**config.mk**
```make
export PLATFORM = sky130hd
export DESIGN_NAME = note_game_ctrl
export DESIGN_NICKNAME = d
export VERILOG_FILES = /design/src/rtl/note_game_pkg.sv /design/src/rtl/note_game_ctrl_edge.sv /design/src/rtl/note_game_ctrl.sv
export SDC_FILE = /design/constraint.sdc
export NUM_CORES = 1
export LEC_CHECK = 0
export BUFFER_PORTS_ARGS = -buffer_cell sky130_fd_sc_hd__buf_2
export CAP_MARGIN = 10
export CORE_ASPECT_RATIO = 0.6
export CORE_UTILIZATION = 57
export CTS_CLUSTER_DIAMETER = 40
export DETAILED_ROUTE_END_ITERATION = 10
export PLACE_DENSITY = 0.84
export SYNTH_ARGS = -nofsm -noshare
export SYNTH_HDL_FRONTEND = slang
export SYNTH_SLANG_ARGS = --single-unit
export TNS_END_PERCENT = 30
```
**constraint.sdc**
```tcl
create_clock -name clk -period 3.9 [get_ports clk]
set_clock_uncertainty 0.1 [all_clocks]
set_input_delay 0 -clock clk [delete_from_list [all_inputs] [get_ports clk]]
set_output_delay 0 -clock clk [all_outputs]
set_load 0.02 [all_outputs]
```
**src/rtl/note_game_pkg.sv**
```systemverilog
// note_game_pkg: shared definitions for the note game controller.
//   - game_state_t : two-bit game state encoding driven onto the state port
//   - PATTERN_ROM  : note pattern, one 3-bit lane mask per entry
//   - LANE_*       : bit positions of the lanes inside btn / lanes
package note_game_pkg;

    typedef enum logic [1:0] {
        QI      = 2'b00,
        QGAME_1 = 2'b01,
        QGAME_2 = 2'b10,
        QDONE   = 2'b11
    } game_state_t;

    localparam int LANE_BLUE  = 0;
    localparam int LANE_GREEN = 1;
    localparam int LANE_RED   = 2;

    localparam int ROM_DEPTH = 8;

    // Entry 0 is the rightmost element: 000, 001, 010, 100, 001, 010, 100, 111.
    localparam logic [ROM_DEPTH-1:0][2:0] PATTERN_ROM = {
        3'b111, 3'b100, 3'b010, 3'b001,
        3'b100, 3'b010, 3'b001, 3'b000
    };

endpackage

```
**src/rtl/note_game_ctrl_edge.sv**
```systemverilog
// edge_detect: rising-edge detector with a registered history.
//   clk   : system clock
//   reset : asynchronous active-high reset, history cleared to 0
//   din   : input vector (synchronous to clk)
//   rise  : din & ~history, valid in the same cycle din is first high
module edge_detect #(
    parameter int WIDTH = 1
) (
    input  logic             clk,
    input  logic             reset,
    input  logic [WIDTH-1:0] din,
    output logic [WIDTH-1:0] rise
);

    logic [WIDTH-1:0] din_q_r;

    // History register: last cycle's value of din.
    always_ff @(posedge clk or posedge reset) begin
        if (reset) begin
            din_q_r <= {WIDTH{1'b0}};
        end else begin
            din_q_r <= din;
        end
    end

    assign rise = din & ~din_q_r;

endmodule

```
**src/rtl/note_game_ctrl.sv**
```systemverilog
// note_game_ctrl: steps the note pattern, scrolls the active note, judges
// lane presses against the hit window, keeps scores and runs the turn FSM.
//   clk, reset  : clock and asynchronous active-high reset
//   start       : level; its rising edge starts a game / returns from QDONE
//   btn[2:0]    : lane buttons (red, green, blue)
//   move_tick   : one-cycle pulse, advances the note by one row
//   position    : current note row
//   lanes       : lanes of the current note, 0 outside game states
//   p1/p2_score : per-player scores
//   state       : game state
//   hit_pulse   : one cycle, note completed
//   miss_pulse  : one cycle, note missed or wrong press
module note_game_ctrl
    import note_game_pkg::*;
#(
    parameter logic [9:0] START_Y     = 10'd0,
    parameter logic [9:0] END_Y       = 10'd479,
    parameter logic [9:0] HIT_Y       = 10'd400,
    parameter logic [9:0] HIT_WIN     = 10'd10,
    parameter logic [3:0] WIN_SCORE   = 4'd10,
    parameter int         PATTERN_LEN = 8
) (
    input  logic       clk,
    input  logic       reset,
    input  logic       start,
    input  logic [2:0] btn,
    input  logic       move_tick,
    output logic [9:0] position,
    output logic [2:0] lanes,
    output logic [3:0] p1_score,
    output logic [3:0] p2_score,
    output logic [1:0] state,
    output logic       hit_pulse,
    output logic       miss_pulse
);

    // Window bounds in 11 bits; the lower bound clamps at row 0.
    localparam logic [10:0] WIN_LO = (HIT_WIN > HIT_Y) ? 11'd0 :
                                     ({1'b0, HIT_Y} - {1'b0, HIT_WIN});
    localparam logic [10:0] WIN_HI = {1'b0, HIT_Y} + {1'b0, HIT_WIN};
    localparam logic [2:0]  LAST_IDX = 3'(PATTERN_LEN - 1);
    localparam logic [3:0]  TURN_LEN = 4'(PATTERN_LEN);

    game_state_t state_r, state_nxt;
    logic [9:0]  position_r, position_nxt;
    logic [2:0]  lanes_r, lanes_nxt;
    logic [2:0]  idx_r, idx_nxt;
    logic [3:0]  count_r, count_nxt;
    logic [2:0]  mask_r, mask_nxt;
    logic [3:0]  p1_r, p1_nxt, p2_r, p2_nxt;
    logic        hit_r, hit_nxt, miss_r, miss_nxt;

    logic [2:0]  btn_rise_s;
    logic [0:0]  start_rise_s;
    logic        in_win_s, complete_s, at_end_s, won_s;
    logic [2:0]  good_s, bad_s, new_mask_s;
    logic [3:0]  active_score_s, bumped_s, count_inc_s;

    edge_detect #(.WIDTH(3)) u_btn_edge (
        .clk(clk), .reset(reset), .din(btn), .rise(btn_rise_s)
    );

    edge_detect #(.WIDTH(1)) u_start_edge (
        .clk(clk), .reset(reset), .din(start), .rise(start_rise_s)
    );

    // Judgment of the current cycle, based on position before any increment.
    always_comb begin
        in_win_s       = ({1'b0, position_r} >= WIN_LO) && ({1'b0, position_r} <= WIN_HI);
        good_s         = btn_rise_s & lanes_r & {3{in_win_s}};
        bad_s          = btn_rise_s & ~good_s;
        new_mask_s     = mask_r | good_s;
        complete_s     = (lanes_r != 3'b000) && (new_mask_s == lanes_r);
        at_end_s       = move_tick && (position_r == END_Y);
        active_score_s = (state_r == QGAME_2) ? p2_r : p1_r;
        bumped_s       = (active_score_s >= WIN_SCORE) ? active_score_s : (active_score_s + 4'd1);
        won_s          = complete_s && (bumped_s == WIN_SCORE);
        count_inc_s    = count_r + 4'd1;
    end

    // Next-state and next-output logic of the game FSM.
    always_comb begin
        state_nxt    = state_r;
        position_nxt = position_r;
        idx_nxt      = idx_r;
        count_nxt    = count_r;
        mask_nxt     = mask_r;
        p1_nxt       = p1_r;
        p2_nxt       = p2_r;
        hit_nxt      = 1'b0;
        miss_nxt     = 1'b0;
        case (state_r)
            QI: begin
                position_nxt = START_Y;
                if (start_rise_s[0]) begin
                    state_nxt = QGAME_1;
                    idx_nxt   = 3'd0;
                    count_nxt = 4'd0;
                    mask_nxt  = 3'b000;
                end else begin
                    state_nxt = QI;
                end
            end
            QGAME_1, QGAME_2: begin
                // An empty note reaching END_Y is consumed without a miss.
                miss_nxt = (|bad_s) || (at_end_s && !complete_s && (lanes_r != 3'b000));
                if (complete_s || at_end_s) begin
                    position_nxt = START_Y;
                    mask_nxt     = 3'b000;
                    idx_nxt      = (idx_r == LAST_IDX) ? 3'd0 : (idx_r + 3'd1);
                    count_nxt    = (count_inc_s == TURN_LEN) ? 4'd0 : count_inc_s;
                    if (complete_s) begin
                        hit_nxt = 1'b1;
                        if (state_r == QGAME_1) begin
                            p1_nxt = bumped_s;
                        end else begin
                            p2_nxt = bumped_s;
                        end
                    end else begin
                        hit_nxt = 1'b0;
                    end
                    // Winning takes precedence over the turn swap.
                    if (won_s) begin
                        state_nxt = QDONE;
                    end else if (count_inc_s == TURN_LEN) begin
                        state_nxt = (state_r == QGAME_1) ? QGAME_2 : QGAME_1;
                    end else begin
                        state_nxt = state_r;
                    end
                end else begin
                    mask_nxt     = new_mask_s;
                    position_nxt = move_tick ? (position_r + 10'd1) : position_r;
                end
            end
            QDONE: begin
                if (start_rise_s[0]) begin
                    state_nxt    = QI;
                    p1_nxt       = 4'd0;
                    p2_nxt       = 4'd0;
                    position_nxt = START_Y;
                end else begin
                    state_nxt = QDONE;
                end
            end
            default: begin
                state_nxt = QI;
            end
        endcase
        lanes_nxt = ((state_nxt == QGAME_1) || (state_nxt == QGAME_2)) ? PATTERN_ROM[idx_nxt] : 3'b000;
    end

    // State and output registers.
    always_ff @(posedge clk or posedge reset) begin
        if (reset) begin
            state_r    <= QI;
            position_r <= START_Y;
            lanes_r    <= 3'b000;
            idx_r      <= 3'd0;
            count_r    <= 4'd0;
            mask_r     <= 3'b000;
            p1_r       <= 4'd0;
            p2_r       <= 4'd0;
            hit_r      <= 1'b0;
            miss_r     <= 1'b0;
        end else begin
            state_r    <= state_nxt;
            position_r <= position_nxt;
            lanes_r    <= lanes_nxt;
            idx_r      <= idx_nxt;
            count_r    <= count_nxt;
            mask_r     <= mask_nxt;
            p1_r       <= p1_nxt;
            p2_r       <= p2_nxt;
            hit_r      <= hit_nxt;
            miss_r     <= miss_nxt;
        end
    end

    assign state      = state_r;
    assign position   = position_r;
    assign lanes      = lanes_r;
    assign p1_score   = p1_r;
    assign p2_score   = p2_r;
    assign hit_pulse  = hit_r;
    assign miss_pulse = miss_r;

endmodule

```
# After elaboration in Yosys (flattened, before gate mapping)
# Memory sizes are Yosys's and may differ from the RTL's.
# Cells that the tools add are included.
[classes]
reduce_logical = 21
n_mux = 38
n_addsub = 4
eq_ne = 17
n_bitwise = 9
n_lt_le_gt_ge = 4
[op_table]
columns = ["operator", "n"]
rows = [
  ["2-to-1 mux 4 bit", 11],
  ["2-to-1 mux 10 bit", 3],
  ["case mux 10 bit (3 select lines)", 1],
  ["case mux 4 bit (2 select lines)", 3],
  ["2-to-1 mux 3 bit", 7],
  ["bitwise AND 3 bit", 4],
  ["inequality test 2 bit (second input constant)", 6],
  ["case mux 3 bit (2 select lines)", 2],
  ["adder 10 x 1 -> 10 bit (second input constant)", 1],
  ["equality test 10 x 9 -> 1 bit (second input constant)", 1],
  [">= comparator 10 x 9 -> 1 bit (second input constant)", 1],
  ["<= comparator 10 x 9 -> 1 bit (second input constant)", 1],
  ["2-to-1 mux 2 bit", 5],
  ["AND reduction 5 bit", 2],
  ["adder 4 x 1 -> 4 bit (second input constant)", 2],
  ["equality test 4 bit (second input constant)", 2],
  ["equality test 2 bit (second input constant)", 3],
  ["logical AND 1 bit", 6],
  ["inverter 3 bit", 2],
  ["case mux 2 bit (3 select lines)", 1],
  ["2-to-1 mux 1 bit", 5],
  ["equality test 2 x 1 -> 1 bit (second input constant)", 2],
  [">= comparator 4 bit (second input constant)", 1],
  ["less-than comparator 3 x 4 -> 1 bit (second input constant)", 1],
  ["other kinds (16)", 20],
]
[word_totals]
word_cells = 106
output_inout_bits = 25
reg_bits = 39
memories = 1
rom_bits = 24
in_bits = 7
[memory_table]
columns = ["memory", "depth", "word_bits", "rd", "rd_ports_with_merged_regs", "write_ports", "line", "source"]
rows = [
  ["(no name shown)", 8, 3, 1, 0, 0, "note_game_ctrl.sv:149", "lanes_nxt = ((state_nxt == QGAME_1) || (state_nxt == QGAME_2)) ? PATTERN_ROM[idx_nxt] : 3'b000;"],
]

# Depth between registers and ports, before layout
# Gate-level depths: netlist of run 1.
[depth]
depth_word = 14
depth_mapped = 13
ltp_nobuf = 12

# Cells and area by module
# Synthesis of run 1 repeated with hierarchy kept, for this count alone.
[hier_totals]
cells_unflattened = 281
hier_area_um2 = 2716.4
[by_module_without_submodules]
columns = ["mod", "instances", "cells_per_inst", "area_per_inst_um2", "seq_area_each_um2"]
rows = [
  ["note_game_ctrl", 1, 271, 2553.7, 875.8],
  ["edge_detect at u_btn_edge", 1, 7, 120.1, 75.1],
  ["edge_detect at u_start_edge", 1, 3, 42.5, 25.0],
]

# Least setup slack after synthesis of run 1
# OpenSTA, ideal clock, no wires.
[synth_path]
path_type = "register -> register"
start = "reg state_r[0], in the netlist state[0]"
end = "reg lanes_r[0], in the netlist lanes[0]"
path_buffers = 1
setup_time_ps = 104
required_time_ps = 3696
stages_incl_launch_ff = 13
arrival_time_ps = 3298
slack_ps = 398
period_less_slack_ps = 3502
path_cell_list = "dfrtp_1 > inv_1 > ha_1 > buf_6 > mux2_1 > ha_1 > nor4_1 > o311ai_1 > a221oi_2 > nand3_1 > o221a_1 > a311o_1 > a221oi_1"
[synth_between]
elab_chain_len = 12
elab_cells_between_ends = 23
classes_between = "add/sub (1); order compare (1); eq/ne (6); mux (10); reduce/logical (4); memory (1)"
[synth_rtl]
columns = ["item", "line", "source"]
rows = [
  ["start, declared", "note_game_ctrl.sv:44", "game_state_t state_r, state_nxt;"],
  ["start signal, assigned", "note_game_ctrl.sv:166", "state_r <= state_nxt;"],
  ["equality test 2 bit", "note_game_ctrl.sv:75, note_game_ctrl.sv:92", ""],
  ["2-to-1 mux 4 bit", "note_game_ctrl.sv:75", "active_score_s = (state_r == QGAME_2) ? p2_r : p1_r;"],
  ["adder 4 x 1 -> 4 bit or >= comparator 4 bit (tied branches)", "note_game_ctrl.sv:76", "bumped_s = (active_score_s >= WIN_SCORE) ? active_score_s : (active_score_s + 4'd1);"],
  ["2-to-1 mux 4 bit", "note_game_ctrl.sv:76", ""],
  ["equality test 4 bit", "note_game_ctrl.sv:77", "won_s = complete_s && (bumped_s == WIN_SCORE);"],
  ["logical AND 1 bit", "note_game_ctrl.sv:77", ""],
  ["2-to-1 mux 2 bit", "note_game_ctrl.sv:123", "if (won_s) begin"],
  ["2-to-1 mux 2 bit", "note_game_ctrl.sv:107", "if (complete_s || at_end_s) begin"],
  ["case mux 2 bit (3 select lines)", "note_game_ctrl.sv:92", "case (state_r)"],
  ["equality test 2 x 1 -> 1 bit or equality test 2 bit (tied branches)", "note_game_ctrl.sv:149", ""],
  ["logical OR 1 bit", "note_game_ctrl.sv:149", ""],
  ["2-to-1 mux 3 bit (*)", "note_game_ctrl.sv:149", ""],
  ["named net lanes_nxt[0]", "note_game_ctrl.sv:46", "logic [2:0] lanes_r, lanes_nxt;"],
  ["end signal, assigned", "note_game_ctrl.sv:168", "lanes_r <= lanes_nxt;"],
  ["end, declared", "note_game_ctrl.sv:46", ""],
]
# Mark *: on every way through the listed nets, which the timed path passes. The rest lies on a longest branch. The select of a mux whose other input is x is not followed.
# A chain may end at the register's enable or synchronous reset.

# Final worst setup path of run 1
# Ends and elaborated chain as after synthesis.

==> flow_metrics.env, run 1 <==
export IMPL_die_area_mm2=0.00477
export IMPL_nFillCells=323
export IMPL_antenna_left=0
export IMPL_antennaDiodeCount=0
export IMPL_p_seq_share_pct=46.0
export IMPL_multi_input_area_mm2=0.00149
export IMPL_maxCapViolCount=0
export IMPL_clkLatencyLatePin_ns=0.30
export IMPL_synth_edf_count=0
export IMPL_yosysMostFrequentCell="dfrtp_1"
export IMPL_grt_pass1_vias=2165
export IMPL_critPathCaptureType="register"
export IMPL_critPathSlowestCell="dfrtp_2"
export IMPL_critPathRequiredTime_ns=3.99
export IMPL_globalplace_congestion=0.895
export IMPL_area_growth_pct=16.0
export IMPL_slew_headroom_pct=61.9
export IMPL_path_max_fanout=7
export IMPL_p_leak_nw=1.39
export IMPL_start_util_pct=60.7
export IMPL_slowest_delay_ns=0.46
export IMPL_nets=338
export IMPL_cts_tree="done"
export IMPL_crit_top_cell="ha_1"
export IMPL_numCtsBuffers=5
export IMPL_synth_area_mm2=0.00256
export IMPL_place_area_mm2=0.00278
export IMPL_wl_per_cell_um=18.0
export IMPL_worstSetupPathType="reg2reg"
export IMPL_clkSinkCount=39
export IMPL_period_needed_ns=3.83
export IMPL_ys_top_cells_by_count="39 x dfrtp_1, 29 x nand2_1, 17 x o21ai_0"
export IMPL_grt_start_max_net_pins=40
export IMPL_die_width_um=88.5
export IMPL_worst_slew_pin_transition_ns=0.568
export IMPL_worst_ep_arrival_time_ns=3.92
export IMPL_initialDrtViolationCount=270
export IMPL_ys_types=65
export IMPL_hold_class="in2reg"
export IMPL_htree_levels=2
export IMPL_final_setup_tns_ns=0
export IMPL_rows=18
export IMPL_synth_seq_cells=39
export IMPL_io_pins=32
export IMPL_antenna_found_initial=0
export IMPL_post_route_drc_count=0
export IMPL_portBuffers=31
export IMPL_vias=2468
export IMPL_ys_flop_type="dfrtp_1"
export IMPL_synth_nets=297
export IMPL_finish_instance_area_mm2=0.00297
export IMPL_r2r_slack_ns=0.07
export IMPL_die_h_um=53.9
export IMPL_fin_hold_ws_ns=0.116
export IMPL_yosysTopAreaCellShare_pct=38.2
export IMPL_cp_start_kind="register"
export IMPL_async_flop_share_pct=100
export IMPL_p_sw_w=0.000300
export IMPL_path_cells="inv_1 -> ha_1 -> mux2_1 -> ha_1 -> nor4_1 -> o311ai_1 -> a221oi_2 -> nand3_1 -> o221a_1 -> a311o_1 -> a221oi_1"
export IMPL_drt_vias_per_instance=6.55
export IMPL_status="completed"
export IMPL_yosys_top_cells_area="dfrtp_1 38%, ha_1 7.3%, nand2_1 4.3%"
export IMPL_wirelength_um=6800
export IMPL_setup_viol=0
export IMPL_grtUsageTotal_pct=30.7
export IMPL_firstDrtPassIters=7
export IMPL_max_freq_mhz=261
export IMPL_drive_gt1_share_pct=19.9
export IMPL_core_area_mm2=0.00421
export IMPL_clkSlewWorstSetupHoldPaths_ns=0.08
export IMPL_dp_hpwl_um=4930
export IMPL_yosysSeqAreaShare_pct=38.2
export IMPL_grt_pass1_wl_um=10700
export IMPL_ys_warn_count=0
export IMPL_cts_buffer_depth=2
export IMPL_syn_inst=275
export IMPL_root_buffer="clkbuf_8"
export IMPL_rsz0062_at_grt="false"
export IMPL_avgSynthCellArea_um2=9.30
export IMPL_max_vdd_ir_drop_v=0.000262
export IMPL_finalHoldViolCount=0
export IMPL_internal_power_w=0.000744
export IMPL_p_comb_share_pct=14.4
export IMPL_synth_largest_area_cell="dfrtp_1"
export IMPL_seqCellArea_um2=977
export IMPL_maxSlewViolCount=0
export IMPL_period_share_pct=98.2
export IMPL_grt_ovfl_total=0
export IMPL_swShare_pct=28.7
export IMPL_p_per_area_mw_per_mm2=352
export IMPL_clkPwrFrac_pct=39.6
routing by layer:
layer,share of wire (%),track usage (%),vias to the layer above
li1,-,-,1124
met1,48,45.8,1200
met2,41,43.6,125
met3,9.1,7.82,19
met4,1.6,8.87,0
met5,0,0,-
flip-flops by register name, summed over array words and instances, names as in the netlist, 2 cells and up:
name	cells
state	2
count_r	4
idx_r	3
lanes	3
p2_score	4
mask_r	3
position	10
u_btn_edge.din_q_r	3
p1_score	4
stage by stage:
stage	utilization [%]	worst slack, ns	cells	power, W
after floorplan	-	0.398	275	0.000576
after global placement	66.0	0.526	364	0.000626
after detailed placement	66.0	0.207	364	0.000631
after CTS	70.4	0.156	377	0.00104
after global routing	70.4	0.0339	377	0.00108
final	70.4	0.0691	377	0.00104
path summary, 6_finish.rpt:
check | start | to | depth (start not counted)
setup reg to reg | state[0] | lanes[0] | 11
hold reg to reg | position[9] | position[9] | 1
max in group asynchronous | reset | state[0] | 4
setup / recovery | state[0] | lanes[0] | 11
min in group asynchronous | reset | mask_r[1] | 4
hold / removal | move_tick | miss_pulse | 5
cells in the final DEF, fill, tap and decap left out, types with 3 or more instances in the layout:
master,instances
nor2b_1,4
inv_2,4
a21o_1,3
mux2i_2,3
buf_4,3
nand2b_1,9
a22o_1,5
nor2_1,16
nor3_1,9
o21ai_1,4
mux2_1,3
nand2_1,29
a221oi_1,3
a21oi_1,15
clkbuf_8,5
dlygate4sd3_1,5
nand3_1,8
ha_1,15
buf_2,31
o41ai_1,3
and3_1,4
inv_1,13
or2_1,3
nor4_1,3
a41oi_1,3
a31oi_1,5
o31ai_1,7
o21ai_0,17
dfrtp_1,38
critical path: cells and delay by family, from the launching register on:
| family | cells | cell delay, ns |
|---|---|---|
| AOI/OAI and AO/OA | 5 | 1.50 |
| and+or+nand+nor | 2 | 0.59 |
| adders and majority gates | 2 | 0.52 |
| DFF | 1 | 0.46 |
| muxes | 1 | 0.44 |
| buffers and inverters | 1 | 0.11 |
timing repair:
action | in CTS | in global routing
setup endpoints to repair | 0 | 3
setup buffers | 0 | 0
hold buffers | 5 | 0
hold endpoints to repair | 46 | 0
resized for setup | 0 | 1
final cells by class:
class	count	share of cell area, %
timing repair buffer	39	7.68
sequential	39	33.0
multi-input combinational	213	50.1
inverter	18	2.28
tap	60	2.53
clock inverter	2	2.03
clock buffer	6	2.45
power by group through the flow:
| stage | sequential, W | clock, W | combinational [W] |
|---|---|---|---|
| 3_5_place_dp | 0.000485 | 0 | 0.000147 |
| 6_report | 0.000481 | 0.000413 | 0.000150 |
| 3_3_place_gp | 0.000485 | 0 | 0.000142 |
| 2_1_floorplan | 0.000508 | 0 | 0.0000680 |
| 4_1_cts | 0.000478 | 0.000414 | 0.000151 |
| 5_1_grt | 0.000487 | 0.000432 | 0.000166 |
cells by family after synthesis:
group / Yosys count / synth area share, %
fa+ha+maj: 15 / 7.34
mux: 8 / 3.72
buf+inv: 23 / 3.72
simple gates: 98 / 20.4
compound gates: 91 / 26.3
xor+xnor: 1 / 0.343
flops: 39 / 38.2
Power figures use the tool's default switching activity.
==> run 2: changes to the inputs <==
--- a/config.mk
+++ b/config.mk
@@ -8,6 +8,8 @@
 export BUFFER_PORTS_ARGS = -buffer_cell sky130_fd_sc_hd__buf_2
 export CAP_MARGIN = 10
+export CELL_PAD_IN_SITES_DETAIL_PLACEMENT = 1
+export CELL_PAD_IN_SITES_GLOBAL_PLACEMENT = 2
 export CORE_ASPECT_RATIO = 0.6
-export CORE_UTILIZATION = 57
+export CORE_UTILIZATION = 36
 export CTS_CLUSTER_DIAMETER = 40
 export DETAILED_ROUTE_END_ITERATION = 10
==> constraint.sdc (replaced) <==
create_clock -name clk -period 3.9 [get_ports clk]
set_clock_uncertainty 0.1 [all_clocks]
set_input_delay 1.17 -clock clk [delete_from_list [all_inputs] [get_ports clk]]
set_output_delay 1.17 -clock clk [all_outputs]
set_load 0.02 [all_outputs]
==> flow_metrics.env, run 2 (synthesis gave the netlist of run 1 again) <==
export IMPL_gr_usage_met2_pct=30.6
export IMPL_hp_start="position[9]"
export IMPL_clkSinkCount=39
export IMPL_max_freq_mhz=277
export IMPL_grt_pass1_vias=2314
export IMPL_htree_levels=2
export IMPL_vias=2369
export IMPL_die_area_mm2=0.00745
export IMPL_nFillCells=785
export IMPL_largest_register_ff_count=10
export IMPL_seqCellArea_um2=976
export IMPL_cts_resized=0
export IMPL_start_util_pct=37.8
export IMPL_die_h_um=67.3
export IMPL_critPathRequiredTime_ns=3.99
export IMPL_cp_start_kind="register"
export IMPL_portBuffers=31
export IMPL_grt_use_met1_pct=35.5
export IMPL_initialDrtViolationCount=155
export IMPL_path_buf_inv=0
export IMPL_antenna_left=0
export IMPL_grt_pass1_wl_um=12900
export IMPL_grt_use_met3_pct=4.13
export IMPL_final_common_cell="dfrtp_1"
export IMPL_area_growth_pct=17.3
export IMPL_core_area_mm2=0.00676
export IMPL_place_area_mm2=0.00284
export IMPL_numCtsBuffers=5
export IMPL_clkSlewWorstSetupHoldPaths_ns=0.06
export IMPL_rsz0062_at_grt="false"
export IMPL_grt_start_max_net_pins=40
export IMPL_wirelength_um=7680
export IMPL_hold_class="reg2reg"
export IMPL_grt_ovfl_total=0
export IMPL_cts_buffer_depth=2
export IMPL_drt_vias_per_instance=5.89
export IMPL_drive_gt1_share_pct=21.0
export IMPL_worstSetupPathType="reg2reg"
export IMPL_maxSlewViolCount=0
export IMPL_cp_top_family="compound AO/OA/AOI/OAI gates"
export IMPL_post_cts_buffers=0
export IMPL_critPathCaptureType="register"
export IMPL_setup_viol=0
export IMPL_period_needed_ns=3.60
export IMPL_post_route_drc_count=0
export IMPL_ff2ff_path_depth=10
export IMPL_maxCapViolCount=0
export IMPL_nets=336
export IMPL_rows=23
export IMPL_fin_hold_ws_ns=0.438
export IMPL_p_per_area_mw_per_mm2=359
export IMPL_clkLatencyLatePin_ns=0.29
export IMPL_holdBufCountCts=0
export IMPL_worst_ep_arrival_time_ns=3.69
export IMPL_dp_hpwl_um=5750
export IMPL_max_vdd_ir_drop_v=0.000156
export IMPL_slowest_delay_ns=0.44
export IMPL_globalplace_congestion=0.788
export IMPL_min_to="position[9]"
export IMPL_root_buffer="clkbuf_16"
export IMPL_crit_top_cell="ha_1"
export IMPL_antennaDiodeCount=0
export IMPL_period_share_pct=92.4
export IMPL_critPathSlowestCell="dfrtp_1"
export IMPL_path_cells="ha_1 -> mux2_1 -> ha_1 -> nor4_1 -> o311ai_1 -> a221oi_2 -> nand3_1 -> o221a_1 -> a311o_1 -> a221oi_1"
export IMPL_r2r_slack_ns=0.30
export IMPL_rr_endpoint="lanes[2]"
export IMPL_utilization_pct=44.3
export IMPL_multi_input_area_mm2=0.00149
export IMPL_status="completed"
export IMPL_final_setup_tns_ns=0
export IMPL_wl_per_cell_um=19.1
export IMPL_finalHoldViolCount=0
export IMPL_finish_instance_area_mm2=0.00300
export IMPL_hold_path_depth=1
export IMPL_placed_cells=394
export IMPL_stdcell_count=402
export IMPL_path_max_fanout=7
export IMPL_grt_busiest_layer="met1"
export IMPL_die_width_um=111
export IMPL_io_pins=32
export IMPL_slew_headroom_pct=62.4
export IMPL_firstDrtPassIters=4
export IMPL_r2r_start="state[1]"
export IMPL_p_leak_nw=1.39
export IMPL_final_cell_mix="39 x dfrtp_1, 31 x buf_2, 29 x nand2_1, 17 x o21ai_0, 16 x nor2_1"
export IMPL_antenna_found_initial=0
export IMPL_worst_slew_pin_transition_ns=0.559
export IMPL_cts_tree="done"
export IMPL_grtUsageTotal_pct=22.4
run 2: worst max-delay path by stage:
stage | from | end | cells past startpoint
2_1_floorplan | state[0] | lanes[0] | 12
3_3_place_gp | btn[1] | lanes[0] | 9
3_5_place_dp | btn[1] | lanes[0] | 9
4_1_cts | state[0] | lanes[0] | 11
5_1_grt | state[0] | lanes[0] | 11
6_report | state[1] | lanes[2] | 10
run 2: power by group:
| group | leakage [nW] | internal [W] | total (W) | switching, W |
|---|---|---|---|---|
| Combinational | 0.797 | 0.0000534 | 0.000147 | 0.0000934 |
| Clock | 0.0761 | 0.000272 | 0.000440 | 0.000168 |
| Sequential | 0.520 | 0.000432 | 0.000489 | 0.0000569 |
| Total | 1.39 | 0.000757 | 0.00107 | 0.000318 |
run 2: final cells by class:
class                   instances  share of cell area (%)
well taps                      87                    3.63
clock inverters                 1                   0.250
multi-input cells             213                    49.5
inverters                      18                    2.25
flip-flops and latches         39                    32.6
clock buffers                   7                    5.09
repair buffers                 37                    6.68
run 2: routing by layer:
metal / vias up / part of all wire, % / wire length (um)
li1: 1124 / - / -
met1: 1200 / 57 / 4340
met2: 37 / 39 / 2970
met3: 8 / 3.9 / 303
met4: 0 / 0.83 / 64
met5: - / 0 / 0
run 2: worst register-to-register path, cell delays in order (launching register included):
cell	delay [ns]
dfrtp_1	0.44
ha_1	0.24
mux2_1	0.44
ha_1	0.31
nor4_1	0.39
o311ai_1	0.16
a221oi_2	0.32
nand3_1	0.17
o221a_1	0.32
a311o_1	0.38
a221oi_1	0.25
run 2: stage by stage:
step           power, W  worst slack, ns
5_1_grt         0.00112           0.0673
2_1_floorplan  0.000576            0.398
3_5_place_dp   0.000639            0.165
6_report        0.00107            0.296
3_3_place_gp   0.000634            0.300
4_1_cts         0.00108            0.324
==> run 3: changes to the inputs <==
Settings changed: ABC_AREA set to 1, CORE_UTILIZATION 36 to 33.
==> flow_metrics.env, run 3 <==
export IMPL_status="completed"
export IMPL_utilization_pct=40.2
export IMPL_largest_register_ff_count=10
export IMPL_yosys_top_cells_area="dfrtp_1 39%, nand2_1 12%, ha_1 7.6%"
export IMPL_area_growth_pct=17.5
export IMPL_period_needed_ns=3.16
export IMPL_clkLatencyLatePin_ns=0.28
export IMPL_maxSlewViolCount=0
export IMPL_place_ws_ns=0.698
export IMPL_start_util_pct=34.2
export IMPL_rsz0062_at_grt="false"
export IMPL_grt_start_max_net_pins=24
export IMPL_fin_ws_ns=0.741
export IMPL_cts_buffer_depth=2
export IMPL_die_area_mm2=0.00789
export IMPL_rr_endpoint="lanes[1]"
export IMPL_hold_path_depth=2
export IMPL_clkSlewWorstSetupHoldPaths_ns=0.06
export IMPL_portBuffers=31
export IMPL_numCtsBuffers=5
export IMPL_path_max_fanout=8
export IMPL_seqCellArea_um2=976
export IMPL_htree_levels=2
export IMPL_p_leak_nw=1.52
export IMPL_final_setup_tns_ns=0
export IMPL_r2r_start="state[0]"
export IMPL_finalHoldViolCount=0
export IMPL_hold_class="reg2reg"
export IMPL_critPathRequiredTime_ns=4.01
export IMPL_yosysSeqAreaShare_pct=39.3
export IMPL_post_cts_buffers=0
export IMPL_syn_inst=329
export IMPL_grt_pass1_vias=2213
export IMPL_yosysTopAreaCellShare_pct=39.3
export IMPL_antenna_left=0
export IMPL_async_flop_share_pct=100
export IMPL_cts_tree="done"
export IMPL_nFillCells=944
export IMPL_dp_hpwl_um=5110
export IMPL_firstDrtPassIters=4
export IMPL_antennaDiodeCount=0
export IMPL_die_h_um=69.2
export IMPL_nets=390
export IMPL_multi_input_area_mm2=0.00129
export IMPL_slew_headroom_pct=39.2
export IMPL_synth_seq_cells=39
export IMPL_wl_per_cell_um=13.8
export IMPL_max_freq_mhz=317
export IMPL_worstSetupPathType="reg2reg"
export IMPL_final_common_cell="nand2_1"
export IMPL_synth_area_mm2=0.00248
export IMPL_p_per_area_mw_per_mm2=745
export IMPL_worst_ep_arrival_time_ns=3.27
export IMPL_ys_flop_type="dfrtp_1"
export IMPL_yosysMostFrequentCell="nand2_1"
export IMPL_rows=24
export IMPL_cts_resized=0
export IMPL_max_vdd_ir_drop_v=0.000197
export IMPL_final_cell_mix="79 x nand2_1, 50 x inv_1, 39 x dfrtp_1, 33 x nor2_1, 31 x buf_2"
export IMPL_ff2ff_path_depth=17
export IMPL_total_power_w=0.00218
export IMPL_holdBufCountCts=0
export IMPL_ys_types=33
export IMPL_setup_viol=0
export IMPL_maxCapViolCount=0
export IMPL_synth_largest_area_cell="dfrtp_1"
export IMPL_ys_top_cells_by_count="79 x nand2_1, 50 x inv_1, 39 x dfrtp_1"
export IMPL_critPathCaptureType="register"
export IMPL_worst_slew_pin_transition_ns=0.911
export IMPL_wirelength_um=6510
export IMPL_r2r_slack_ns=0.74
export IMPL_hp_start="p2_score[3]"
export IMPL_grt_pass1_wl_um=11000
export IMPL_drive_gt1_share_pct=18.4
export IMPL_min_to="p2_score[3]"
export IMPL_io_pins=32
export IMPL_synth_edf_count=0
export IMPL_grtUsageTotal_pct=17.9
export IMPL_root_buffer="clkbuf_16"
export IMPL_core_area_mm2=0.00727
export IMPL_clkSinkCount=39
export IMPL_drt_vias_per_instance=4.58
export IMPL_globalplace_congestion=0.843
export IMPL_die_width_um=114
export IMPL_initialDrtViolationCount=107
export IMPL_post_route_drc_count=0
export IMPL_grt_ovfl_total=0
export IMPL_avgSynthCellArea_um2=7.55
export IMPL_cp_start_kind="register"
export IMPL_vias=2168
export IMPL_synth_nets=351
export IMPL_ys_warn_count=0
export IMPL_period_share_pct=81.0
export IMPL_antenna_found_initial=0
==> run 3: cell count changes in the layout (fill, tap and decap cells not counted), moves of 7 or more <==
cell / before / now
nand2_4: 0 / 7
o21ai_1: 4 / 13
inv_1: 13 / 50
nand3_1: 8 / 23
a21oi_1: 15 / 8
nand2b_1: 9 / 0
nor2_1: 16 / 33
nand2_1: 29 / 79
==> run 3: worst max-delay path by stage <==
stage             start       end  slack (ns)  cells past startpoint
6_report       state[0]  lanes[1]        0.74                     17
5_1_grt        state[0]  lanes[0]        0.33                     17
4_1_cts        state[0]  lanes[1]        0.71                     17
3_5_place_dp     btn[2]  lanes[1]        0.70                     16
3_3_place_gp     btn[2]  lanes[1]        0.79                     16
2_1_floorplan    btn[2]  lanes[1]        1.06                     15
==> run 3: per-stage QoR <==
step / hold slack, ns / cells / cell area [um2]
after global routing: 0.451 / 473 / 2920
after CTS: 0.419 / 473 / 2920
final: 0.415 / 473 / 2920
after floorplan: 0.371 / 329 / 2480
after global placement: 0.382 / 465 / 2780
after detailed placement: 0.404 / 465 / 2780
==> run 3: layout make-up <==
type / count / area share [%]
clock buffers: 7 / 4.54
clock inverters: 1 / 0.171
inverters: 56 / 7.29
multi-input cells: 233 / 44.3
flip-flops and latches: 39 / 33.4
well taps: 104 / 4.46
repair buffers: 33 / 5.83
==> run 3: cells by family after synthesis <==
group / count (synthesis) / share of synthesized area (%)
buffers and inverters: 57 / 8.71
AOI/OAI and AO/OA: 48 / 11.5
xor gates and xnor gates: 4 / 1.41
adders and majority gates: 15 / 7.55
DFF: 39 / 39.3
and+or+nand+nor: 166 / 31.5
==> run 3: power breakdown <==
| group | total (W) | internal, W | switching [W] |
|---|---|---|---|
| clock | 0.000399 | 0.000237 | 0.000163 |
| sequential | 0.000600 | 0.000502 | 0.0000976 |
| combinational | 0.00118 | 0.000371 | 0.000806 |
| total | 0.00218 | 0.00111 | 0.00107 |
==> run 3: critical path: stages (launching register included) <==
cell      delay, ns
dfrtp_1        0.48
inv_1          0.12
ha_1           0.32
o21ai_0        0.49
ha_1           0.26
nand3b_1       0.14
nand2_1        0.10
nand3_1        0.12
nand3_1        0.10
nor2_1         0.14
nand2_1        0.10
nand3_1        0.09
nand2_1        0.05
nand2_1        0.08
nand2_1        0.08
nand2_1        0.06
nand2_1        0.11
nor2_1         0.13
==> run 3: routing by layer <==
metal  share of wire (%)  up-vias  routed length (um)  GRT usage, %
li1                    -     1122                   -             -
met1                  58     1014                3800          28.4
met2                  38       28                2480          24.2
met3                 3.0        4                 197          3.76
met4                0.58        0                  38          3.90
met5                   0        -                   0             0
